<file path="src/rtl/hour_chime.sv">
// hour_chime: hourly/half-hourly chime sequencer; in clk_1hz cr en day_set quiet_en hour minute second (BCD), out chime busy pulses_left
module hour_chime #(
  parameter int         ON_SEC       = 1,
  parameter int         OFF_SEC      = 1,
  parameter bit         HALF_HOUR_EN = 1'b1,
  parameter logic [7:0] QUIET_START  = 8'h22,
  parameter logic [7:0] QUIET_END    = 8'h07
) (
  input  logic       clk_1hz,
  input  logic       cr,
  input  logic       en,
  input  logic       day_set,
  input  logic       quiet_en,
  input  logic [7:0] hour,
  input  logic [7:0] minute,
  input  logic [7:0] second,
  output logic       chime,
  output logic       busy,
  output logic [4:0] pulses_left
);
  typedef enum logic [1:0] {IDLE, ON, OFF} state_t;
  state_t     r_state;
  logic [3:0] r_ph;
  logic [4:0] r_pc;
  logic [7:0] w_h;
  logic [4:0] w_n;
  logic       w_valid, w_top, w_half, w_quiet, w_trig;
  assign w_h     = {4'd0, hour[7:4]} * 8'd10 + {4'd0, hour[3:0]};
  assign w_valid = hour[7:4] <= 4'd9 && hour[3:0] <= 4'd9 && w_h <= 8'd23;
  assign w_top   = {minute, second} == 16'h0000;
  assign w_half  = HALF_HOUR_EN && {minute, second} == 16'h3000;
  assign w_quiet = quiet_en && (QUIET_START <= QUIET_END ? hour >= QUIET_START && hour < QUIET_END
                                                         : hour >= QUIET_START || hour < QUIET_END);
  assign w_n     = !w_top   ? 5'd1
                 : !day_set ? (w_h == 8'd0 ? 5'd24 : w_h[4:0])
                 : w_h == 8'd0 ? 5'd12
                 : w_h > 8'd12 ? 5'(w_h - 8'd12) : w_h[4:0];
  assign w_trig  = w_valid && (w_top || w_half) && !w_quiet;
  assign chime       = r_state == ON;
  assign busy        = r_state != IDLE;
  assign pulses_left = r_pc;
  always_ff @(posedge clk_1hz) begin
    if (cr) begin
      r_state <= IDLE;
      r_pc    <= 5'd0;
      r_ph    <= 4'd0;
    end else if (!en) begin
      r_state <= IDLE;
      r_pc    <= 5'd0;
    end else begin
      case (r_state)
        IDLE: if (w_trig) begin
          r_state <= ON;
          r_pc    <= w_n;
          r_ph    <= 4'(ON_SEC - 1);
        end
        ON: if (r_ph != 4'd0) r_ph <= r_ph - 4'd1;
        else begin
          r_pc    <= r_pc - 5'd1;
          r_state <= r_pc == 5'd1 ? IDLE : OFF;
          r_ph    <= 4'(OFF_SEC - 1);
        end
        OFF: if (r_ph != 4'd0) r_ph <= r_ph - 4'd1;
        else begin
          r_state <= ON;
          r_ph    <= 4'(ON_SEC - 1);
        end
        default: r_state <= IDLE;
      endcase
    end
  end
endmodule
</file>
<file path="config.mk">
export PLATFORM = sky130hd
export DESIGN_NAME = hour_chime
export DESIGN_NICKNAME = d
export VERILOG_FILES = /design/src/rtl/hour_chime.sv
export SDC_FILE = /design/constraint.sdc
export NUM_CORES = 1
export LEC_CHECK = 0
export BUFFER_PORTS_ARGS = -buffer_cell sky130_fd_sc_hd__buf_2
export CORE_UTILIZATION = 35
export CTS_BUF_LIST = sky130_fd_sc_hd__clkbuf_4
export CTS_CLUSTER_DIAMETER = 60
export CTS_CLUSTER_SIZE = 14
export DETAILED_ROUTE_END_ITERATION = 10
export GPL_TIMING_DRIVEN = 1
export PLACE_DENSITY_LB_ADDON = 0.3
export RECOVER_POWER = 50
export SYNTH_ARGS = -nofsm -noshare
export SYNTH_HDL_FRONTEND = slang
export SYNTH_SLANG_ARGS = --single-unit
</file>
<file path="constraint.sdc">
create_clock -name clk_1hz -period 3.04 [get_ports clk_1hz]
set_clock_uncertainty 0.05 [all_clocks]
set_input_delay 0.456 -clock clk_1hz [delete_from_list [all_inputs] [get_ports clk_1hz]]
set_output_delay 0.456 -clock clk_1hz [all_outputs]
set_load 0.02 [all_outputs]
</file>
==> results.sh, run 1 <==
export IMPL_power_share_clock=0.243
export IMPL_h_tree_depth=1
export IMPL_maxCapViolCount=0
export IMPL_synthArstFlopShare=0
export IMPL_via_per_inst=5.54
export IMPL_netlist_instances=187
export IMPL_p_seq_frac=0.292
export IMPL_synthXorXnorAreaFrac=0.0240
export IMPL_path_max_fanout=8
export IMPL_pwr_share_comb=0.465
export IMPL_fin_cells=296
export IMPL_worstMarginPinSlew_ns=0.445
export IMPL_die_area_sq_mm=0.00428
export IMPL_cts_root_buf="clkbuf_4"
export IMPL_outcome="finished, final reports clean"
export IMPL_ys_types=52
export IMPL_internal_power_w=0.000313
export IMPL_drive_gt1_frac=0.290
export IMPL_initialDrtViolationCount=130
export IMPL_place_hpwl_um=2940
export IMPL_period_minus_slack_ns=2.96
export IMPL_p_leak_nw=0.788
export IMPL_timing_final_hold_violations=0
export IMPL_yosys_mux_area_fraction=0.0151
export IMPL_dpl_cell_count=290
export IMPL_clock_latency_ns=0.28
export IMPL_critPathKind="in2reg"
export IMPL_io_pins=36
export IMPL_synth_compound_area_share=0.274
export IMPL_synthSimpleGateAreaFrac=0.303
export IMPL_syn_area_sq_mm=0.00141
export IMPL_fp_dieW_um=65.4
export IMPL_cts_tree="yes"
export IMPL_start_util=0.374
export IMPL_cp_arrival_ns=3.13
export IMPL_ir_drop_v=0.000125
export IMPL_areaGrowthSynthToFinish_pct=35.2
export IMPL_gp_congestion=0.808
export IMPL_crit_path_end_kind="flip-flop"
export IMPL_port_buffers=35
export IMPL_powerDensity_mw_per_mm2=259
export IMPL_grt_max_degree=13
export IMPL_slew_violations=0
export IMPL_route_detailed_drc=0
export IMPL_chipHeight_um=65.4
export IMPL_rows=22
export IMPL_grtUsageTotal=0.185
export IMPL_final_antenna_net_count=0
export IMPL_overflow=0
export IMPL_setup_violations=0
export IMPL_antenna_found_initial=0
export IMPL_routed_wl_um=3840
export IMPL_yosysSeqAreaShare=0.156
export IMPL_final_util=0.505
export IMPL_fin_nets=297
export IMPL_cts_made_buffers=3
export IMPL_fmax_ghz=0.338
export IMPL_clk_pin_slew_ns=0.08
export IMPL_ys_ff_latch=11
export IMPL_vias=1641
export IMPL_post_drt_wl_per_cell_um=13.0
export IMPL_syn_nets=235
export IMPL_syn_avg_cell_area_sq_um=7.53
export IMPL_holdWs_ns=0.362
export IMPL_core_area_sq_mm=0.00377
export IMPL_synth_top_family_by_area="simple AND/OR/NAND/NOR gates"
export IMPL_firstDrtPassIters=5
export IMPL_synth_flop_cell="dfxtp_1"
export IMPL_timing_final_crit_share=0.974
export IMPL_grt_pass1_wl_um=6240
export IMPL_grt_pass1_vias=1472
export IMPL_required_ns=3.21
export IMPL_diodes=0
export IMPL_switching_share=0.364
export IMPL_synth_edf_count=0
export IMPL_clock_sinks=11
export IMPL_power_switching_w=0.000179
export IMPL_ys_warn_count=0
export IMPL_startpoint_type="primary input"
export IMPL_synthAdderAreaFrac=0.179
export IMPL_hold_class="in2reg"
export IMPL_cts_buffer_depth=2
export IMPL_slew_limit_headroom=0.703
## placed cells by master, fill, tap and decap left out, types with 5 or more instances in the layout
cell type / instances
buf_4: 25
buf_2: 28
clkbuf_1: 7
nand4_1: 6
nand2_1: 13
nor2_1: 13
or4_1: 5
nor3b_1: 5
inv_1: 14
nand3_1: 6
nor3_1: 6
a21oi_1: 9
o21ai_0: 11
dfxtp_1: 11
ha_1: 16
## repair_timing
action,CTS,global route
setup endpoints to repair,1,11
pin swaps,0,3
buffers inserted,0,2
resized for setup,1,11
hold buffers,0,0
hold endpoints to repair,0,0
## metrics by stage
stage / TNS, ns / power [W] / area [sq um] / worst slack, ns
after floorplan: -0.0278 / 0.000266 / 1420 / -0.0278
after global routing: -0.0212 / 0.000530 / 1900 / -0.0212
final: 0 / 0.000493 / 1900 / 0.0796
after global placement: -2.49 / 0.000349 / 1810 / -0.299
after detailed placement: -2.93 / 0.000351 / 1810 / -0.326
after CTS: 0 / 0.000470 / 1840 / 0.0253
## synth_stat cells (6+ instances only)
library cell  number  share of area
nand4_1            6          0.027
inv_1             14          0.037
o21ai_0           11          0.039
nand2_1           13          0.035
or4_1              6          0.032
nor3_1             7          0.025
nand3_1            6          0.021
dfxtp_1           11           0.16
ha_1              17           0.15
nor2_1            13          0.035
a21oi_1           10          0.036
## final timing paths
check / to / from / slack (ns) / cells past startpoint
setup / recovery: r_state[0]$_SDFFE_PP0P_ / hour[5] / 0.08 / 11
hold / removal: r_ph[2]$_SDFFE_PP0P_ / cr / 0.36 / 2
setup reg to reg: pulses_left[3]$_SDFFE_PP0P_ / r_state[1]$_SDFFE_PP0P_ / 0.74 / 6
hold reg to reg: r_ph[0]$_SDFFE_PP0P_ / r_ph[0]$_SDFFE_PP0P_ / 0.43 / 1
## layer usage
metal  part of all wire  track usage  wire, um
met1               0.47        0.240      1780
met2               0.50        0.316      1910
met3              0.017       0.0104        65
met4              0.020       0.0734        76
met5                  0            0         0
## area by class of cell
cell class,instances,area (sq um)
fill,378,1870
inverter,14,52.6
tap,48,60.1
clock buffer,4,30.0
timing repair buffer,60,354
sequential,11,220
multi-input combinational,159,1190
## state kept, by name, summed over array words and instances, names as in the netlist
| register | flops |
|---|---|
| r_ph | 4 |
| pulses_left | 5 |
| r_state | 2 |
## cells by family after synthesis
| kind of cell | Yosys count |
|---|---|
| AO/OA/AOI/OAI | 58 |
| XOR/XNOR | 3 |
| adder cells (fa/ha/maj) | 19 |
| buffers and inverters | 17 |
| flip-flops | 11 |
| multiplexers | 2 |
| AND/OR/NAND/NOR | 77 |
## power groups by stage
stage,clock network [W],registers [W],logic (W)
after global placement,0,0.000147,0.000201
after CTS,0.000122,0.000144,0.000205
after global routing,0.000126,0.000144,0.000259
final,0.000120,0.000144,0.000229
after floorplan,0,0.000147,0.000118
after detailed placement,0,0.000147,0.000203
## worst max-delay path, stage by stage
cell     delay, ns
buf_2         0.11
ha_1          0.29
ha_2          0.20
fa_1          0.52
nand4_1       0.09
or4_4         0.44
o21ai_4       0.10
o21a_4        0.22
a21oi_2       0.08
or4_1         0.52
a21oi_2       0.12
Power figures use the tool's default switching activity.
==> run 2, diff against run 1 <==
- PLACE_DENSITY: default -> 0.56
- PLACE_DENSITY_LB_ADDON: 0.3 -> default
==> run 2 against run 1 <==
Net effect: non-clock buffer count fell by 1; first-iteration DRC count fell by 6.9%; die area did not move; wire length fell by 1.5%; setup slack got worse by 0.046 ns; count of clock-buffer cells in the layout did not move; hold slack got worse by 0.0045 ns; global-route usage rose by 0.39 points; via count fell by 2.0%; critical path type unchanged; largest power group unchanged; highest routed layer unchanged.
==> results.sh, run 2 (same netlist as run 1, synthesis figures left out) <==
export IMPL_routed_wl_um=3780
export IMPL_firstDrtPassIters=4
export IMPL_rsz0062_at_grt="true"
export IMPL_fmax_ghz=0.333
export IMPL_rows=22
export IMPL_clock_sinks=11
export IMPL_p_leak_nw=0.778
export IMPL_grt_pass1_vias=1451
export IMPL_post_drt_wl_per_cell_um=12.8
export IMPL_outcome="finished, final reports clean"
export IMPL_critPathKind="in2reg"
export IMPL_fin_cells=295
export IMPL_clk_pin_slew_ns=0.08
export IMPL_cts_hold_buf=0
export IMPL_fin_setup_tns_ns=0
export IMPL_start_util=0.374
export IMPL_final_cell_mix="29 x buf_2, 24 x buf_4, 16 x ha_1"
export IMPL_grt_pass1_wl_um=6470
export IMPL_io_pins=36
export IMPL_dpl_cell_count=291
export IMPL_gp_congestion=0.779
export IMPL_clock_latency_ns=0.27
export IMPL_startpoint_type="primary input"
export IMPL_place_hpwl_um=3000
export IMPL_cts_root_buf="clkbuf_4"
export IMPL_via_per_inst=5.45
export IMPL_cts_buffer_depth=2
export IMPL_worstMarginPinSlew_ns=0.442
export IMPL_grt_max_degree=13
export IMPL_crit_path_end_kind="flip-flop"
export IMPL_cp_arrival_ns=3.16
export IMPL_cts_made_buffers=3
export IMPL_reg2regPathDepth=6
export IMPL_drive_gt1_frac=0.267
export IMPL_finish_instance_area_sq_mm=0.00186
export IMPL_fin_nets=296
export IMPL_largest_register_ffs=5
export IMPL_fp_dieW_um=65.4
export IMPL_maxCapViolCount=0
export IMPL_required_ns=3.19
export IMPL_core_area_sq_mm=0.00377
export IMPL_final_antenna_net_count=0
export IMPL_diodes=0
export IMPL_final_common_cell="buf_2"
export IMPL_ir_drop_v=0.000125
export IMPL_cts_tree="yes"
export IMPL_route_detailed_drc=0
export IMPL_slew_violations=0
export IMPL_areaGrowthSynthToFinish_pct=32.3
export IMPL_die_area_sq_mm=0.00428
export IMPL_timing_final_crit_share=0.989
export IMPL_vias=1609
export IMPL_powerDensity_mw_per_mm2=253
export IMPL_grtUsageTotal=0.189
export IMPL_port_buffers=35
export IMPL_overflow=0
export IMPL_initialDrtViolationCount=121
export IMPL_final_util=0.494
export IMPL_antenna_found_initial=0
export IMPL_hold_class="in2reg"
export IMPL_setup_violations=0
export IMPL_period_minus_slack_ns=3.01
export IMPL_slew_limit_headroom=0.703
export IMPL_chipHeight_um=65.4
export IMPL_placed_area_sq_mm=0.00182
export IMPL_h_tree_depth=1
export IMPL_min_path_cells=2
export IMPL_path_max_fanout=8
export IMPL_timing_final_hold_violations=0
[run 2: cell types whose count changed in the layout (fill, tap and decap cells not counted), sizes merged]
cell and delta:
clkbuf -1
[run 2: per-layer routing]
metal	up-vias	track usage	wire length [um]
met3	2	0.0104	99
met5	-	0	0
met2	27	0.311	1690
met4	0	0.0489	20
met1	739	0.265	1970
li1	841	-	-
[run 2: metrics by stage]
stage	total power (W)	worst slack (ns)	hold slack (ns)
after global placement	0.000354	-0.334	0.416
after CTS	0.000468	0.0132	0.355
after detailed placement	0.000353	-0.370	0.428
after floorplan	0.000266	-0.0278	0.387
final	0.000472	0.0334	0.358
after global routing	0.000506	-0.0391	0.370
[run 2: worst max-delay path: stages]
cell and delay, ns:
buf_2 0.11, ha_1 0.29, ha_2 0.19, fa_1 0.54, nand4_1 0.09, or4_1 0.42, o21ai_2 0.11, o21a_4 0.22
a21oi_2 0.08, or4_1 0.50, a21oi_1 0.16
[run 2: report_power, final]
part	switching (W)	internal, W	total, W
registers	0.0000000000421	0.000144	0.000144
logic	0.000112	0.000102	0.000213
clock network	0.0000548	0.0000597	0.000114
total	0.000166	0.000305	0.000472
[run 2: final cells by class]
| cell class | instances | area, sq um |
|---|---|---|
| sequential | 11 | 220 |
| inverter | 14 | 52.6 |
| tap | 48 | 60.1 |
| fill | 390 | 1910 |
| clock buffer | 4 | 30.0 |
| timing repair buffer | 59 | 348 |
| multi-input combinational | 159 | 1150 |
[run 2: what timing repair did]
| action | CTS | global route |
|---|---|---|
| hold endpoints to repair | 0 | 0 |
| pin swaps | 0 | 1 |
| setup buffers | 0 | 0 |
| gates resized for setup | 2 | 3 |
| endpoints found under the setup margin | 5 | 10 |
[run 2: worst paths after layout]
path                            from                          end  slack, ns
max                          hour[5]      r_state[0]$_SDFFE_PP0P_       0.03
min                               cr         r_ph[2]$_SDFFE_PP0P_       0.36
max reg2reg  r_state[0]$_SDFFE_PP0P_  pulses_left[3]$_SDFFE_PP0P_       0.70
min reg2reg     r_ph[0]$_SDFFE_PP0P_         r_ph[0]$_SDFFE_PP0P_       0.45
==> run 3, diff against run 2 <==
- PLACE_DENSITY: 0.56 -> default
==> run 3 against run 2 <==
Net effect: critical path depth stayed put; die area did not move; wire length increased by 1.8%; via count is 1.7% lower; count of clock-buffer cells in the layout did not move; utilization rose by 0.96 points; sequential share of layout area is 0.23 points lower; clock power grew 6%; highest routed layer unchanged.
==> results.sh, run 3 (same netlist as run 1, synthesis figures left out) <==
export IMPL_outcome="finished, final reports clean"
export IMPL_switching_share=0.369
export IMPL_period_minus_slack_ns=2.96
export IMPL_chipHeight_um=65.4
export IMPL_routed_wl_um=3850
export IMPL_fmax_ghz=0.338
export IMPL_h_tree_depth=1
export IMPL_internal_power_w=0.000309
export IMPL_final_common_cell="buf_2"
export IMPL_p_seq_frac=0.294
export IMPL_hold_class="in2reg"
export IMPL_ir_drop_v=0.000108
export IMPL_antenna_found_initial=0
export IMPL_port_buffers=35
export IMPL_rows=22
export IMPL_p_leak_nw=0.757
export IMPL_min_from="cr"
export IMPL_grtUsageTotal=0.186
export IMPL_hold_path_end="r_ph[2]$_SDFFE_PP0P_"
export IMPL_final_antenna_net_count=0
export IMPL_met2_length_um=1900
export IMPL_die_area_sq_mm=0.00428
export IMPL_vias=1581
export IMPL_cts_buffer_depth=2
export IMPL_cts_tree="yes"
export IMPL_met3_length_um=53
export IMPL_rr_startpoint="r_state[1]$_SDFFE_PP0P_"
export IMPL_timing_final_crit_share=0.973
export IMPL_slew_limit_headroom=0.675
export IMPL_initialDrtViolationCount=74
export IMPL_clock_latency_ns=0.29
export IMPL_clk_pin_slew_ns=0.08
export IMPL_power_switching_w=0.000180
export IMPL_worstMarginPinSlew_ns=0.483
export IMPL_core_area_sq_mm=0.00377
export IMPL_fillers=400
export IMPL_gp_congestion=0.760
export IMPL_io_pins=36
export IMPL_fin_nets=291
export IMPL_startpoint_type="primary input"
export IMPL_reg2regPathDepth=6
export IMPL_power_share_clock=0.247
export IMPL_start_util=0.374
export IMPL_required_ns=3.22
export IMPL_grt_pass1_vias=1443
export IMPL_overflow=0
export IMPL_placed_area_sq_mm=0.00178
export IMPL_via_per_inst=5.45
export IMPL_grt_max_degree=13
export IMPL_areaGrowthSynthToFinish_pct=34.9
export IMPL_drive_gt1_frac=0.293
export IMPL_maxCapViolCount=0
export IMPL_cp_arrival_ns=3.14
export IMPL_crit_path_end_kind="flip-flop"
export IMPL_slew_violations=0
export IMPL_route_detailed_drc=0
export IMPL_post_drt_wl_per_cell_um=13.3
export IMPL_powerDensity_mw_per_mm2=257
export IMPL_cts_root_buf="clkbuf_4"
export IMPL_largest_register_ffs=5
export IMPL_firstDrtPassIters=4
export IMPL_diodes=0
export IMPL_path_max_fanout=8
export IMPL_timing_final_hold_violations=0
export IMPL_met1Wirelength_um=1830
export IMPL_setup_violations=0
export IMPL_reg2reg_slack_ns=0.72
export IMPL_place_hpwl_um=2970
export IMPL_final_cell_mix="28 x buf_2, 19 x buf_4, 15 x ha_1"
export IMPL_finish_instance_area_sq_mm=0.00190
export IMPL_fin_setup_tns_ns=0
export IMPL_worstReg2RegEnd="pulses_left[3]$_SDFFE_PP0P_"
export IMPL_pwr_share_comb=0.459
export IMPL_min_path_cells=2
export IMPL_grt_pass1_wl_um=6270
export IMPL_routed_top_layer="met4"
export IMPL_cts_made_buffers=3
export IMPL_critPathKind="in2reg"
export IMPL_fp_dieW_um=65.4
export IMPL_clock_sinks=11
[run 3: changes by cell type in the layout (fill, tap and decap cells not counted), sizes merged]
cell    before  now
buf         53   47
clkbuf      10   11
[run 3: worst max-delay path, cell delays in order]
cell and delay, ns:
buf_2 0.12, ha_4 0.24, ha_4 0.16, fa_2 0.60, nand4_1 0.10, or4_4 0.45, o21ai_4 0.09, o21a_4 0.20
a21oi_2 0.08, or4_4 0.52, a21oi_2 0.12
[run 3: worst max-delay path by stage]
| stage | start | to |
|---|---|---|
| finish | hour[5] | r_state[0]$_SDFFE_PP0P_ |
| global route | hour[5] | r_state[0]$_SDFFE_PP0P_ |
| CTS | hour[5] | pulses_left[3]$_SDFFE_PP0P_ |
| detailed placement | hour[5] | r_state[0]$_SDFFE_PP0P_ |
| global placement | hour[5] | r_state[0]$_SDFFE_PP0P_ |
| floorplan | hour[5] | r_state[0]$_SDFFE_PP0P_ |
[run 3: layout make-up]
cell class	count	area, sq um	share of cell area
multi-input cells	159	1230	0.646
flip-flops and latches	11	220	0.116
well taps	48	60.1	0.0316
inverters	14	52.6	0.0276
repair buffers	54	309	0.163
clock buffers	4	30.0	0.0158
[run 3: power groups by stage]
stage	Clock (W)	Combinational (W)	Sequential, W
6_report	0.000121	0.000224	0.000144
5_1_grt	0.000126	0.000249	0.000144
4_1_cts	0.000122	0.000199	0.000144
3_5_place_dp	0	0.000198	0.000147
3_3_place_gp	0	0.000198	0.000147
2_1_floorplan	0	0.000118	0.000147
[run 3: what timing repair did]
item                                    in CTS  in global routing
gates cloned                                 0                  0
hold buffers                                 0                  0
pin swaps                                    0                  4
setup buffers                                0                  0
endpoints found under the setup margin       2                 11
gates resized for setup                      2                 17
[run 3: metrics by stage]
stage / setup WS [ns] / cells / util / hold WS (ns) / power (W)
finish: 0.0828 / 290 / 0.504 / 0.346 / 0.000489
global route: -0.00726 / 290 / 0.504 / 0.351 / 0.000518
CTS: 0.0412 / 290 / 0.481 / 0.342 / 0.000465
detailed placement: -0.342 / 286 / 0.471 / 0.417 / 0.000345
global placement: -0.324 / 286 / 0.471 / 0.411 / 0.000345
floorplan: -0.0278 / 187 / - / 0.387 / 0.000266
[run 3: metal layers]
| layer | vias up | GRT usage |
|---|---|---|
| met5 | - | 0 |
| met4 | 0 | 0.0842 |
| met3 | 5 | 0.0104 |
| met2 | 15 | 0.321 |
| met1 | 733 | 0.236 |
| li1 | 828 | - |
